<file path="src/rtl/fb_pkg.sv">
// Shared definitions for the framebuffer writer: default geometry, colour width, FSM encoding.
// Latency: n/a (package only).
// Backpressure: n/a (package only).
package fb_pkg;

  localparam int FB_W_DEF   = 160;
  localparam int FB_H_DEF   = 120;
  localparam int ADDR_W_DEF = 15;
  localparam int COLOR_W    = 24;  // RGB888

  typedef enum logic [1:0] {
    IDLE  = 2'b00,
    WRITE = 2'b01,
    CLEAR = 2'b10
  } fb_state_t;

endpackage

</file>
<file path="src/rtl/pixel_fifo.sv">
// Synchronous FIFO buffering clipped pixels ({addr, colour}) between rasterizer and memory port.
// Latency: a push is visible at the head (empty=0) the cycle after the push edge; the head is read combinationally.
// Backpressure: none upstream; pushes while full and pops while empty are ignored, the caller gates them.
//
// Ports:
//   clk, rst          clock, synchronous active-high reset (pointers only)
//   push, push_dat    write strobe and entry
//   pop, pop_dat      read strobe and current head entry
//   full, empty       status derived from the extended pointers
module pixel_fifo #(
  parameter int WIDTH = 39,
  parameter int DEPTH = 16
) (
  input  logic             clk,
  input  logic             rst,
  input  logic             push,
  input  logic [WIDTH-1:0] push_dat,
  input  logic             pop,
  output logic [WIDTH-1:0] pop_dat,
  output logic             full,
  output logic             empty
);

  localparam int PTR_W = $clog2(DEPTH);

  logic [WIDTH-1:0] r_mem [DEPTH];
  // One extra MSB distinguishes full (MSBs differ) from empty (identical).
  logic [PTR_W:0]   r_wr_ptr;
  logic [PTR_W:0]   r_rd_ptr;
  logic             w_push;
  logic             w_pop;

  assign empty   = (r_wr_ptr == r_rd_ptr);
  assign full    = (r_wr_ptr[PTR_W] != r_rd_ptr[PTR_W]) &&
                   (r_wr_ptr[PTR_W-1:0] == r_rd_ptr[PTR_W-1:0]);
  assign w_push  = push & ~full;
  assign w_pop   = pop & ~empty;
  assign pop_dat = r_mem[r_rd_ptr[PTR_W-1:0]];

  always_ff @(posedge clk) begin
    if (rst) begin
      r_wr_ptr <= '0;
      r_rd_ptr <= '0;
    end else begin
      if (w_push) r_wr_ptr <= r_wr_ptr + 1'b1;
      if (w_pop)  r_rd_ptr <= r_rd_ptr + 1'b1;
    end
  end

  // Storage needs no reset: entries are only read after being written.
  always_ff @(posedge clk) begin
    if (w_push) r_mem[r_wr_ptr[PTR_W-1:0]] <= push_dat;
  end

endmodule

</file>
<file path="src/rtl/framebuffer_writer.sv">
// Pixel sink: clips and linearises rasterizer pixels, buffers them, drains them to framebuffer memory; also clears the screen.
// Latency: pixel_valid at cycle N -> mem_wr_en at N+2 (idle, empty FIFO); 1 pixel/cycle sustained while mem_ready=1.
// Backpressure: mem_ready stalls the write port; the rasterizer cannot be stalled, so pixels arriving on a full FIFO are dropped (sticky overflow).
//
// Ports:
//   clk, rst                  clock, synchronous active-high reset
//   px, py, pixel_color       rasterizer pixel, qualified by pixel_valid
//   draw_done                 end-of-shape pulse -> frame_done once all its pixels are written
//   clear_start, clear_color  full-screen clear request (taken only when idle with an empty FIFO)
//   mem_wr_en/addr/wdata      write port to the single-port framebuffer, transfer on mem_ready
//   busy, frame_done, overflow, clip_cnt   status
module framebuffer_writer
  import fb_pkg::*;
#(
  parameter int FB_W       = FB_W_DEF,
  parameter int FB_H       = FB_H_DEF,
  parameter int ADDR_W     = ADDR_W_DEF,
  parameter int FIFO_DEPTH = 16
) (
  input  logic               clk,
  input  logic               rst,
  input  logic [7:0]         px,
  input  logic [7:0]         py,
  input  logic [COLOR_W-1:0] pixel_color,
  input  logic               pixel_valid,
  input  logic               draw_done,
  input  logic               clear_start,
  input  logic [COLOR_W-1:0] clear_color,
  output logic               mem_wr_en,
  output logic [ADDR_W-1:0]  mem_addr,
  output logic [COLOR_W-1:0] mem_wdata,
  input  logic               mem_ready,
  output logic               busy,
  output logic               frame_done,
  output logic               overflow,
  output logic [15:0]        clip_cnt
);

  localparam int          FIFO_W   = ADDR_W + COLOR_W;
  localparam logic [8:0]  X_LIM    = 9'(FB_W);
  localparam logic [8:0]  Y_LIM    = 9'(FB_H);
  localparam logic [ADDR_W-1:0] CLR_LAST = ADDR_W'(FB_W * FB_H - 1);

  fb_state_t          r_state;
  logic               r_mem_wr_en;
  logic [ADDR_W-1:0]  r_mem_addr;   // doubles as the clear counter in CLEAR
  logic [COLOR_W-1:0] r_mem_wdata;  // holds the latched clear colour in CLEAR
  logic               r_overflow;
  logic [15:0]        r_clip_cnt;
  logic               r_done_pending;
  logic               r_frame_done;

  logic               w_in_bounds;
  logic [ADDR_W-1:0]  w_addr;
  logic               w_full;
  logic               w_empty;
  logic               w_push;
  logic               w_drop;
  logic               w_pop;
  logic               w_hs;
  logic               w_fd_cond;
  logic [FIFO_W-1:0]  w_head;

  // ---------------- clip and linearise ----------------
  assign w_in_bounds = ({1'b0, px} < X_LIM) && ({1'b0, py} < Y_LIM);
  assign w_addr      = ADDR_W'(py) * ADDR_W'(FB_W) + ADDR_W'(px);

  // Full is the pre-pop status: a pop in the same cycle does not rescue the pixel.
  assign w_push = pixel_valid & w_in_bounds & ~w_full;
  assign w_drop = pixel_valid & w_in_bounds &  w_full;

  assign w_hs  = r_mem_wr_en & mem_ready;
  assign w_pop = ~w_empty & ((r_state == IDLE) | ((r_state == WRITE) & w_hs));

  pixel_fifo #(
    .WIDTH (FIFO_W),
    .DEPTH (FIFO_DEPTH)
  ) u_fifo (
    .clk      (clk),
    .rst      (rst),
    .push     (w_push),
    .push_dat ({w_addr, pixel_color}),
    .pop      (w_pop),
    .pop_dat  (w_head),
    .full     (w_full),
    .empty    (w_empty)
  );

  // ---------------- write / clear FSM ----------------
  always_ff @(posedge clk) begin
    if (rst) begin
      r_state     <= IDLE;
      r_mem_wr_en <= 1'b0;
      r_mem_addr  <= '0;
      r_mem_wdata <= '0;
      r_overflow  <= 1'b0;
    end else begin
      if (w_drop) r_overflow <= 1'b1;
      case (r_state)
        IDLE: begin
          if (clear_start && w_empty) begin
            // FIFO is empty here, so no drop can race with this clear.
            r_state     <= CLEAR;
            r_mem_addr  <= '0;
            r_mem_wdata <= clear_color;
            r_mem_wr_en <= 1'b1;
            r_overflow  <= 1'b0;
          end else if (!w_empty) begin
            r_state     <= WRITE;
            r_mem_addr  <= w_head[COLOR_W +: ADDR_W];
            r_mem_wdata <= w_head[COLOR_W-1:0];
            r_mem_wr_en <= 1'b1;
          end
        end
        WRITE: begin
          if (w_hs) begin
            if (!w_empty) begin
              r_mem_addr  <= w_head[COLOR_W +: ADDR_W];
              r_mem_wdata <= w_head[COLOR_W-1:0];
            end else begin
              r_mem_wr_en <= 1'b0;
              r_state     <= IDLE;
            end
          end
        end
        CLEAR: begin
          if (w_hs) begin
            if (r_mem_addr == CLR_LAST) begin
              r_mem_wr_en <= 1'b0;
              r_state     <= IDLE;
            end else begin
              r_mem_addr <= r_mem_addr + 1'b1;
            end
          end
        end
        default: begin
          r_state     <= IDLE;
          r_mem_wr_en <= 1'b0;
        end
      endcase
    end
  end

  // ---------------- clip counter (saturating) ----------------
  always_ff @(posedge clk) begin
    if (rst) begin
      r_clip_cnt <= '0;
    end else if (pixel_valid && !w_in_bounds && (r_clip_cnt != 16'hFFFF)) begin
      r_clip_cnt <= r_clip_cnt + 16'd1;
    end
  end

  // ---------------- frame completion ----------------
  // A draw_done arriving while pending (or on the completing cycle) merges into the same pulse.
  assign w_fd_cond = r_done_pending & w_empty & ~r_mem_wr_en;

  always_ff @(posedge clk) begin
    if (rst) begin
      r_done_pending <= 1'b0;
      r_frame_done   <= 1'b0;
    end else begin
      r_frame_done   <= w_fd_cond;
      r_done_pending <= w_fd_cond ? 1'b0 : (r_done_pending | draw_done);
    end
  end

  assign mem_wr_en  = r_mem_wr_en;
  assign mem_addr   = r_mem_addr;
  assign mem_wdata  = r_mem_wdata;
  assign overflow   = r_overflow;
  assign clip_cnt   = r_clip_cnt;
  assign frame_done = r_frame_done;
  assign busy       = (r_state != IDLE) | ~w_empty | r_done_pending;

endmodule

</file>
<file path="config.mk">
export PLATFORM = sky130hd
export DESIGN_NAME = framebuffer_writer
export DESIGN_NICKNAME = d
export VERILOG_FILES = /design/src/rtl/fb_pkg.sv /design/src/rtl/pixel_fifo.sv /design/src/rtl/framebuffer_writer.sv
export SDC_FILE = /design/constraint.sdc
export NUM_CORES = 1
export LEC_CHECK = 0
export BUFFER_PORTS_ARGS = -buffer_cell sky130_fd_sc_hd__buf_2
export CAP_MARGIN = 30
export CORE_MARGIN = 2
export CORE_UTILIZATION = 55
export CTS_CLUSTER_SIZE = 30
export DETAILED_ROUTE_END_ITERATION = 7
export MAX_ROUTING_LAYER = met4
export PLACE_DENSITY_LB_ADDON = 0.08
export SLEW_MARGIN = 0
export SYNTH_ARGS = -nofsm -noshare
export SYNTH_HDL_FRONTEND = slang
export SYNTH_HIERARCHICAL = 1
export SYNTH_SLANG_ARGS = --single-unit
</file>
<file path="constraint.sdc">
create_clock -name clk -period 3.6 [get_ports clk]
set_input_delay 0.18 -clock clk [delete_from_list [all_inputs] [get_ports clk]]
set_output_delay 0.18 -clock clk [all_outputs]
set_load 0.02 [all_outputs]
</file>
==> impl_metrics.tcl <==
set metrics [dict create \
    ir_worst_vdd_v 0.000411 \
    initial_core_util 0.556 \
    cp.buffers_inverters 2 \
    hp-class "input pin to flip-flop" \
    via_per_inst 6.22 \
    vias 15000 \
    wl_met2_um 29800 \
    chipWidth_um 231 \
    clock_skew_ps 21.5 \
    ys.flop_type "edfxtp_1" \
    synth_seq_cells 699 \
    grt_usage 0.249 \
    ys_async_sr_fraction 0 \
    grt_max_degree 60 \
    drt_wl_total_um 63200 \
    powerDensity_nw_per_um2 574 \
    drt-initial-drc-count 1385 \
    fin_crit_ps 3310 \
    yosysMostFrequentCell "edfxtp_1" \
    cpPeakStageDelay_ps 560 \
    worstPathArrival_ps 3130 \
    antenna_found_initial 2 \
    min-delay-start "pixel_color[11]" \
    worstPathRequired_ps 3420 \
    cts_tree "yes" \
    grt_setup_unrepaired "no" \
    htreeDepth 3 \
    p_leak_nw 10.8 \
    slew_violations 0 \
    postLayoutCoreUtil 0.645 \
    route.antenna.remaining_nets 0 \
    clk_pin_slew_ps 60 \
    hpwlAfterDp_um 37300 \
    end_kind "output pin" \
    relSlewSlack 0.431 \
    synth_area_leaders "edfxtp_1, mux4_2, mux4_1, dfxtp_1, ha_1" \
    yosysTopAreaCell "edfxtp_1" \
    wl_per_cell_um 26.3 \
    synth_commonest_cells "edfxtp_1, mux4_2, dfxtp_1, nor2_1, mux4_1" \
    startpoint "u_fifo/r_wr_ptr[2]" \
    synth_top_area_share 0.658 \
    routabilityCongestion 0.830 \
    firstDrtPassIters 5 \
    ys_warn_count 6 \
    die_area_um2 53600 \
    ios 129 \
    yosysSeqAreaShare 0.711 \
    avgSynthCellArea_um2 19.9 \
    worstSkewPairLatency_ps 600 \
    status "completed" \
    synth-edff-count 624 \
    drc 0 \
    cp_max_fo 13 \
    rows 83 \
    gr-total-overflow 0 \
    clock-root-buffer "clkbuf_16" \
    synth_area_um2 28500 \
    core-area_um2 51200 \
    grt_pass1_wl_um 95100 \
    fmax_mhz 302 \
    numCtsBuffers 71 \
    clockBufferDepth 3 \
    io_buffers 128 \
    finalSetupViolations 0 \
    syn_inst 1433 \
    wl_met3_um 4390 \
    cp-start-kind "flip-flop" \
    layout.nets 1763 \
    tns_ps 0 \
    syn_nets 1530 \
    grt_pass1_vias 14900 \
    regToRegStartpoint "u_fifo/r_rd_ptr[4]" \
    clock_sinks 699 \
    crit_chain "xnor2_1 > nand4_1 > nor2_2 > clkinv_1 > or3_1 > buf_2" \
    cp_slowest_cell "clkinv_1" \
    synth.distinct_cells 73 \
    die_h_um 231 \
    timing.final.crit_share 0.919 \
    m1WireLength_um 27800 \
    cap_violations 0 \
    highest_layer "met4" \
    cp_top_family "simple AND/OR/NAND/NOR gates" \
    hold_viol_final 0 \
    p_total_mw 19.0 \
    tightest_slew_ps 854 \
    area_growth_pct 16.1 \
    critPathKind "flip-flop to output pin" \
    drive_above_1_share 0.266 \
]
==> per-stage QoR <==
| stage | instances | worst slack [ps] | hold slack [ps] | area [um^2] |
|---|---|---|---|---|
| 2_1_floorplan | 1433 | 558 | 279 | 28500 |
| 3_3_place_gp | 2216 | 434 | 450 | 30200 |
| 3_5_place_dp | 2218 | 279 | 460 | 30200 |
| 4_1_cts | 2400 | 329 | 0.128 | 33000 |
| 5_1_grt | 2403 | 140 | 25.5 | 33000 |
| 6_report | 2403 | 293 | 23.5 | 33000 |
==> timing repair <==
action / 4_1_cts / 5_1_grt
setup buffers: 0 / 0
endpoints found under the hold margin: 455 / 0
hold buffers: 54 / 0
endpoints found under the setup margin: 0 / 0
resized for setup: 0 / 0
==> cells by family (layout without fill, tap and decap cells) <==
family	count (synthesis)	after routing	synth area share
flip-flops	699	699	0.711
multiplexers	211	211	0.169
AND/OR/NAND/NOR	202	202	0.0366
AO/OA/AOI/OAI	169	169	0.0434
buffers and inverters	96	384	0.0187
XOR/XNOR	29	29	0.00892
adder cells (fa/ha/maj)	27	27	0.0124
other	0	2	0
==> final timing paths <==
check        depth (start not counted)  slack [ps]                   to
min                                  1          20  u_fifo/r_mem[8][11]
max                                  6         290                 busy
max reg2reg                          6         350  u_fifo/r_mem[8][28]
min reg2reg                          2         510        mem_wdata[13]
==> where the power goes <==
| group | switching, mW | internal, mW | total, mW |
|---|---|---|---|
| clock | 2.95 | 4.15 | 7.11 |
| sequential | 0.149 | 9.13 | 9.28 |
| combinational | 1.67 | 0.915 | 2.59 |
==> layout by cell type, fill, tap and decap left out, types with 25 or more instances in the layout <==
master,Yosys,routed
buf_12,2,25
nand2_1,32,32
a22oi_1,25,25
xnor2_1,25,25
ha_1,25,25
clkbuf_16,0,75
buf_2,12,129
dlygate4sd3_1,0,54
mux4_1,64,64
nor2_1,75,73
mux4_2,131,131
edfxtp_1,624,624
o21ai_0,27,27
a21oi_1,34,33
dfxtp_1,75,71
==> routing by layer <==
metal,vias to the layer above,GRT usage
li1,6488,-
met1,7872,0.359
met2,515,0.374
met3,79,0.0440
met4,0,0.0653
met5,-,-
==> registers in the layout (all words and copies together), names as in the netlist, named ones only <==
| register | count |
|---|---|
| mem_addr | 15 |
| u_fifo/r_wr_ptr | 5 |
| mem_wr_en | 1 |
| r_done_pending | 1 |
| mem_wdata | 24 |
| overflow | 1 |
| r_state | 2 |
| u_fifo/r_mem | 624 |
| clip_cnt | 16 |
| frame_done | 1 |
| u_fifo/r_rd_ptr | 5 |
==> area by class of cell <==
type / count / area, um^2
Antenna cell: 2 / 5.00
Clock buffer: 94 / 1980
Clock inverter: 34 / 280
Fill cell: 3428 / 18200
Inverter: 25 / 93.8
Multi-Input combinational cell: 638 / 7720
Sequential cell: 699 / 20300
Tap cell: 680 / 851
Timing Repair Buffer: 231 / 1860
(Power assumes the default switching activity.)
